==> src/rtl/vga_timing_pkg.sv <==
// Shared 640x480@60 raster timing, tile geometry and RGB222 constants for the
// tile scanner and the colour layers that feed it.
package vga_timing_pkg;

  localparam int unsigned H_ACTIVE     = 640;
  localparam int unsigned H_FP         = 16;
  localparam int unsigned H_SYNC       = 96;
  localparam int unsigned H_BP         = 48;
  localparam int unsigned H_TOTAL      = H_ACTIVE + H_FP + H_SYNC + H_BP;

  localparam int unsigned V_ACTIVE     = 480;
  localparam int unsigned V_FP         = 10;
  localparam int unsigned V_SYNC       = 2;
  localparam int unsigned V_BP         = 33;
  localparam int unsigned V_TOTAL      = V_ACTIVE + V_FP + V_SYNC + V_BP;

  localparam int unsigned TILE_W       = 10;
  localparam int unsigned TILE_H_SHIFT = 4;

  localparam int unsigned POS_W        = 10;
  localparam int unsigned TPX_W        = 4;
  localparam int unsigned X_W          = 6;
  localparam int unsigned Y_W          = 5;
  localparam int unsigned RGB_W        = 6;

  typedef logic [RGB_W-1:0] rgb222_t;

  localparam rgb222_t RGB_BLACK = 6'h00;
  localparam rgb222_t RGB_WHITE = 6'h3f;

  typedef struct packed {
    logic de;
    logic hsync_n;
    logic vsync_n;
    logic frame_tick;
  } sync_t;

  localparam sync_t SYNC_IDLE = '{de: 1'b0, hsync_n: 1'b1, vsync_n: 1'b1, frame_tick: 1'b0};

  // True when pos lies in the half-open window [lo, lo+len).
  function automatic logic in_window(input logic [POS_W-1:0] pos,
                                     input int unsigned lo,
                                     input int unsigned len);
    return (pos >= POS_W'(lo)) && (pos < POS_W'(lo + len));
  endfunction

endpackage

==> src/rtl/vga_sync_counter.sv <==
// Raster position counters, tile-row register, and the registered sync/de/frame_tick decode.
// SCAN_SCROLL_EN adds the frame_end_c strobe port used by the scroll register.
module vga_sync_counter
  import vga_timing_pkg::*;
#(
  parameter int unsigned V_ACTIVE_CFG = V_ACTIVE,
  parameter int unsigned V_FP_CFG     = V_FP,
  parameter int unsigned V_SYNC_CFG   = V_SYNC,
  parameter int unsigned V_BP_CFG     = V_BP
) (
  input  logic             clk,
  input  logic             rst_n,
  input  logic             pix_en,
  output logic [POS_W-1:0] hpos,
  output logic [Y_W-1:0]   y,
  output sync_t            sync,
  output logic             line_end_c,
  output logic             active_c
`ifdef SCAN_SCROLL_EN
  ,
  output logic             frame_end_c
`endif
);

  localparam int unsigned V_TOTAL_CFG = V_ACTIVE_CFG + V_FP_CFG + V_SYNC_CFG + V_BP_CFG;

`ifndef SCAN_SCROLL_EN
  logic frame_end_c;
`endif

  logic [POS_W-1:0] hpos_q, hpos_d;
  logic [POS_W-1:0] vpos_q, vpos_d;
  logic [Y_W-1:0]   y_q, y_d;
  sync_t            sync_q, sync_d;

  // Next-state for counters; the pin decode looks at the current position.
  always_comb begin
    line_end_c  = (hpos_q == POS_W'(H_TOTAL - 1));
    frame_end_c = line_end_c && (vpos_q == POS_W'(V_TOTAL_CFG - 1));
    active_c    = (hpos_q < POS_W'(H_ACTIVE)) && (vpos_q < POS_W'(V_ACTIVE_CFG));
    hpos_d      = hpos_q;
    vpos_d      = vpos_q;
    y_d         = y_q;
    sync_d      = sync_q;
    if (pix_en) begin
      hpos_d = line_end_c ? '0 : hpos_q + POS_W'(1);
      if (line_end_c) begin
        vpos_d = frame_end_c ? '0 : vpos_q + POS_W'(1);
      end
      y_d               = Y_W'(vpos_d >> TILE_H_SHIFT);
      sync_d.de         = active_c;
      sync_d.hsync_n    = !in_window(hpos_q, H_ACTIVE + H_FP, H_SYNC);
      sync_d.vsync_n    = !in_window(vpos_q, V_ACTIVE_CFG + V_FP_CFG, V_SYNC_CFG);
      sync_d.frame_tick = frame_end_c;
    end
  end

  always_ff @(posedge clk or negedge rst_n) begin
    if (!rst_n) begin
      hpos_q <= '0;
      vpos_q <= '0;
      y_q    <= '0;
      sync_q <= SYNC_IDLE;
    end else begin
      hpos_q <= hpos_d;
      vpos_q <= vpos_d;
      y_q    <= y_d;
      sync_q <= sync_d;
    end
  end

  assign hpos = hpos_q;
  assign y    = y_q;
  assign sync = sync_q;

endmodule

==> src/rtl/vga_tile_scanner.sv <==
// VGA raster source walking the 64x30 tile grid and registering the layer colour onto the pins.
// Define SCAN_SCROLL_EN to add a per-frame horizontal tile scroll.
module vga_tile_scanner
  import vga_timing_pkg::*;
#(
  parameter int unsigned V_ACTIVE_CFG = V_ACTIVE,
  parameter int unsigned V_FP_CFG     = V_FP,
  parameter int unsigned V_SYNC_CFG   = V_SYNC,
  parameter int unsigned V_BP_CFG     = V_BP
) (
  input  logic             clk,
  input  logic             rst_n,
  input  logic             pix_en,
  output logic [X_W-1:0]   x,
  output logic [Y_W-1:0]   y,
  input  logic [RGB_W-1:0] rgb_in,
  output logic [RGB_W-1:0] vga_rgb,
  output logic             hsync_n,
  output logic             vsync_n,
  output logic             de,
  output logic             frame_tick
);

  logic [POS_W-1:0] hpos;
  sync_t            sync;
  logic             line_end_c;
  logic             active_c;

  logic [TPX_W-1:0] tile_px_q, tile_px_d;
  logic [X_W-1:0]   x_tile_q, x_tile_d;
  rgb222_t          rgb_q, rgb_d;

`ifdef SCAN_SCROLL_EN
  logic             frame_end_c;
  logic [X_W-1:0]   scroll_q, scroll_d;
  logic [X_W-1:0]   x_q, x_d;
`endif

  vga_sync_counter #(
    .V_ACTIVE_CFG (V_ACTIVE_CFG),
    .V_FP_CFG     (V_FP_CFG),
    .V_SYNC_CFG   (V_SYNC_CFG),
    .V_BP_CFG     (V_BP_CFG)
  ) u_sync (
    .clk         (clk),
    .rst_n       (rst_n),
    .pix_en      (pix_en),
    .hpos        (hpos),
    .y           (y),
    .sync        (sync),
    .line_end_c  (line_end_c),
    .active_c    (active_c)
`ifdef SCAN_SCROLL_EN
    ,
    .frame_end_c (frame_end_c)
`endif
  );

  // Tile column walk freezes at the last tile from pixel 639 until the line wraps.
  always_comb begin
    tile_px_d = tile_px_q;
    x_tile_d  = x_tile_q;
    rgb_d     = rgb_q;
    if (pix_en) begin
      if (line_end_c) begin
        tile_px_d = '0;
        x_tile_d  = '0;
      end else if (hpos < POS_W'(H_ACTIVE - 1)) begin
        if (tile_px_q == TPX_W'(TILE_W - 1)) begin
          tile_px_d = '0;
          x_tile_d  = x_tile_q + X_W'(1);
        end else begin
          tile_px_d = tile_px_q + TPX_W'(1);
        end
      end
      rgb_d = active_c ? rgb_in : RGB_BLACK;
    end
  end

`ifdef SCAN_SCROLL_EN
  // Scroll steps on the same edge as the frame wrap, so the new frame's first pixel sees it.
  always_comb begin
    scroll_d = scroll_q;
    x_d      = x_q;
    if (pix_en) begin
      if (frame_end_c) begin
        scroll_d = scroll_q + X_W'(1);
      end
      x_d = x_tile_d + scroll_d;
    end
  end

  always_ff @(posedge clk or negedge rst_n) begin
    if (!rst_n) begin
      scroll_q <= '0;
      x_q      <= '0;
    end else begin
      scroll_q <= scroll_d;
      x_q      <= x_d;
    end
  end

  assign x = x_q;
`else
  assign x = x_tile_q;
`endif

  always_ff @(posedge clk or negedge rst_n) begin
    if (!rst_n) begin
      tile_px_q <= '0;
      x_tile_q  <= '0;
      rgb_q     <= RGB_BLACK;
    end else begin
      tile_px_q <= tile_px_d;
      x_tile_q  <= x_tile_d;
      rgb_q     <= rgb_d;
    end
  end

  assign vga_rgb    = rgb_q;
  assign de         = sync.de;
  assign hsync_n    = sync.hsync_n;
  assign vsync_n    = sync.vsync_n;
  assign frame_tick = sync.frame_tick;

endmodule
==> config.mk <==
export PLATFORM = sky130hd
export DESIGN_NAME = vga_tile_scanner
export DESIGN_NICKNAME = d
export VERILOG_FILES = /design/src/rtl/vga_timing_pkg.sv /design/src/rtl/vga_sync_counter.sv /design/src/rtl/vga_tile_scanner.sv
export SDC_FILE = /design/constraint.sdc
export NUM_CORES = 1
export LEC_CHECK = 0
export BUFFER_PORTS_ARGS = -buffer_cell sky130_fd_sc_hd__buf_4
export CAP_MARGIN = 20
export CORE_ASPECT_RATIO = 1.25
export CORE_MARGIN = 2
export CORE_UTILIZATION = 45
export CTS_CLUSTER_DIAMETER = 150
export DETAILED_ROUTE_END_ITERATION = 8
export PLACE_DENSITY = 0.69
export REMOVE_ABC_BUFFERS = 1
export SLEW_MARGIN = 25
export SYNTH_ARGS = -nofsm -noshare
export SYNTH_HDL_FRONTEND = slang
export SYNTH_SLANG_ARGS = --single-unit
==> constraint.sdc <==
create_clock -name clk -period 1.8 [get_ports clk]
set_input_delay 0.18 -clock clk [delete_from_list [all_inputs] [get_ports clk]]
set_output_delay 0.18 -clock clk [all_outputs]
set_load 0.005 [all_outputs]
==> impl_metrics.ini <==
[global_routing]
grt_pass1_vias = 1745
antenna_found_initial = 0
grt.overflow.total = 0
grt_max_degree = 41
grt.total_usage = 0.197
grt_first_pass_wirelength_mm = 8.03

[synthesis]
yosys_warnings = 0
synth_top_area_frac = 0.439
yosys_register_bits = 40
synth_edf_count = 0
synth.avg_cell_area_um2 = 9.93
async_flop_share = 1.00
ys_seq_area_frac = 0.464
ys.flop_type = dfrtp_1
yosys.cell_types.count = 53
synth_area_leaders = dfrtp_1 (44%), ha_1 (4.0%), o21ai_0 (3.0%)
yosys.area.top_type = dfrtp_1
synth_cells = 218
synth_area_um2 = 2160

[routing]
drc = 0
drtIter0Drc = 111
routed_wl_mm = 4.82
num_vias = 1834
wire_per_inst_um = 14.7
ant_nets = 0
drtPass1Iterations = 4
viasPerCell = 5.57

[sta]
finalHoldViolCount = 0
worstMarginPinSlew_ns = 0.512
slew_viol_final = 0
fmax_ghz = 0.575
timing.final.crit_share = 0.965
clock_skew_ns = 0.00443
rsz0062_at_grt = yes
max_slew_margin = 0.659
setup_violations = 0
post-route-min-period_ns = 1.74

[clock_tree]
cts_max_level = 2
cts_sinks = 40
clockBufferDepth = 2
cts_tree = yes
clockRootBuffer = clkbuf_8
clk_pin_slew_ns = 0.08
worstSkewPairLatency_ns = 0.30
numCtsBuffers = 5

[run_status]
status = finished, final reports clean

[hold_path]
min_path_cells = 2
holdCritPathClass = input pin to register
hold_end = vga_rgb[4]
hold_start = rgb_in[4]

[worst_setup_path]
crit_required_ns = 2.03
worstReg2RegEnd = tile_px_q[1]
criticalPathCategory = register to register
critPathMaxFanout = 9
ff2ff_setup_slack_ns = 0.06
regToRegStartpoint = u_sync.hpos[0]
path_cells = ha_1, and4b_2, and3_4, or4_4, a21oi_2
r2r_cells = 5
critPathSlowestCell = or4_4
cp-end-kind = register
cp.arrival_ns = 1.97
slowest_delay_ns = 0.48
critPathLaunchType = register

[die]
ios = 30
die_w_um = 66.0
die_y_um = 81.5
start_util = 0.461
core_um2 = 4690
rows = 28
die_area_um2 = 5380

[layout]
fill_cells = 431
layout_common_cells = buf_4 (57), dfrtp_1 (38), nand2_1 (15)
nets = 284
fin_util = 0.582
areaGrowthSynthToFinish_pct = 26.3
diodes = 0
drive_gt1_frac = 0.301
layout_commonest_cell = buf_4

[place]
dp_hpwl_mm = 3.46
gp_congestion = 0.885
port_buffers = 29

[power_and_ir_drop]
powerDensity_nw_per_um2 = 938
p_leak_nw = 1.30
peakVddDrop_uv = 611
p_total_mw = 2.57

[job]
cap_violations = 0
-- synth_stat cells, types with 5 or more instances --
cell and number:
dfrtp_1 38, nand2_1 15, o21ai_0 13, nand3_1 12
inv_1 11, and3_1 10, nor2_1 9, nand4_1 8
clkbuf_1 7, ha_1 7, a22o_1 6, a31oi_1 6
nor3_1 6, xor2_1 6, buf_4 5, xnor2_1 5
-- logic make-up (layout without fill, tap and decap cells) --
kind of cell	after synthesis	in the layout	share of synthesized area
AOI/OAI and AO/OA	49	49	0.157
xor gates and xnor gates	11	11	0.0445
adders and majority gates	7	7	0.0405
buffers and inverters	26	77	0.0613
DFF	40	40	0.464
muxes	3	3	0.0139
and+or+nand+nor	82	82	0.220
-- cell type report --
class	count	area [um^2]	area share
Clock inverter	3	42.5	0.0156
Timing Repair Buffer	58	438	0.160
Tap cell	60	75.1	0.0275
Multi-Input combinational cell	152	1060	0.389
Inverter	11	41.3	0.0151
Clock buffer	5	68.8	0.0252
Sequential cell	40	1000	0.367
-- routing by layer --
metal / track usage / wire length (um) / vias to the layer above
met5: 0 / 0 / -
met1: 0.234 / 2110 / 895
li1: - / - / 899
met2: 0.339 / 2490 / 33
met4: 0.0796 / 68 / 0
met3: 0.0493 / 162 / 7
-- report_power, final --
group | total (mW) | leakage [nW] | switching (mW) | internal (mW)
Sequential | 1.18 | 0.497 | 0.133 | 1.04
Clock | 0.737 | 0.0541 | 0.327 | 0.410
Combinational | 0.651 | 0.749 | 0.307 | 0.344
Total | 2.57 | 1.30 | 0.767 | 1.80
-- worst max-delay path, delay by kind of cell (launching register included) --
kind / cells / cell delay [ns]
and+or+nand+nor: 3 / 0.91
DFF: 1 / 0.41
adders and majority gates: 1 / 0.21
AOI/OAI and AO/OA: 1 / 0.14
-- registers in the layout, indices dropped and copies added (netlist names) --
register / cells
u_sync.sync: 4
x: 6
tile_px_q: 4
u_sync.hpos: 10
u_sync.y: 5
u_sync.vpos_q: 5
vga_rgb: 6
-- per-stage QoR --
step	hold slack, ns	worst slack, ns	cells	instance area (um^2)	TNS (ns)
global placement	0.190	0.0625	315	2540	0
finish	0.0953	0.0622	329	2730	0
floorplan	-0.116	-0.0416	203	2070	-0.0832
detailed placement	0.193	0.0345	315	2540	0
CTS	0.0842	0.00772	324	2660	0
global route	0.0860	-0.0226	329	2730	-0.0565
-- worst max path at each step --
stage | from | endpoint | slack (ns)
6_report | u_sync.hpos[0] | tile_px_q[1] | 0.06
2_1_floorplan | u_sync.hpos[0] | u_sync.vpos_q[3] | -0.04
3_3_place_gp | u_sync.vpos_q[0] | u_sync.y[0] | 0.06
4_1_cts | u_sync.hpos[0] | u_sync.y[2] | 0.008
5_1_grt | u_sync.hpos[0] | u_sync.y[0] | -0.02
3_5_place_dp | u_sync.hpos[0] | u_sync.y[2] | 0.03
-- timing repair --
action | in CTS | in global routing
endpoints found under the hold margin | 38 | 0
hold buffers | 1 | 0
gates resized for setup | 0 | 10
setup endpoints to repair | 0 | 19
setup buffers | 0 | 5
Power figures use the tool's default switching activity.
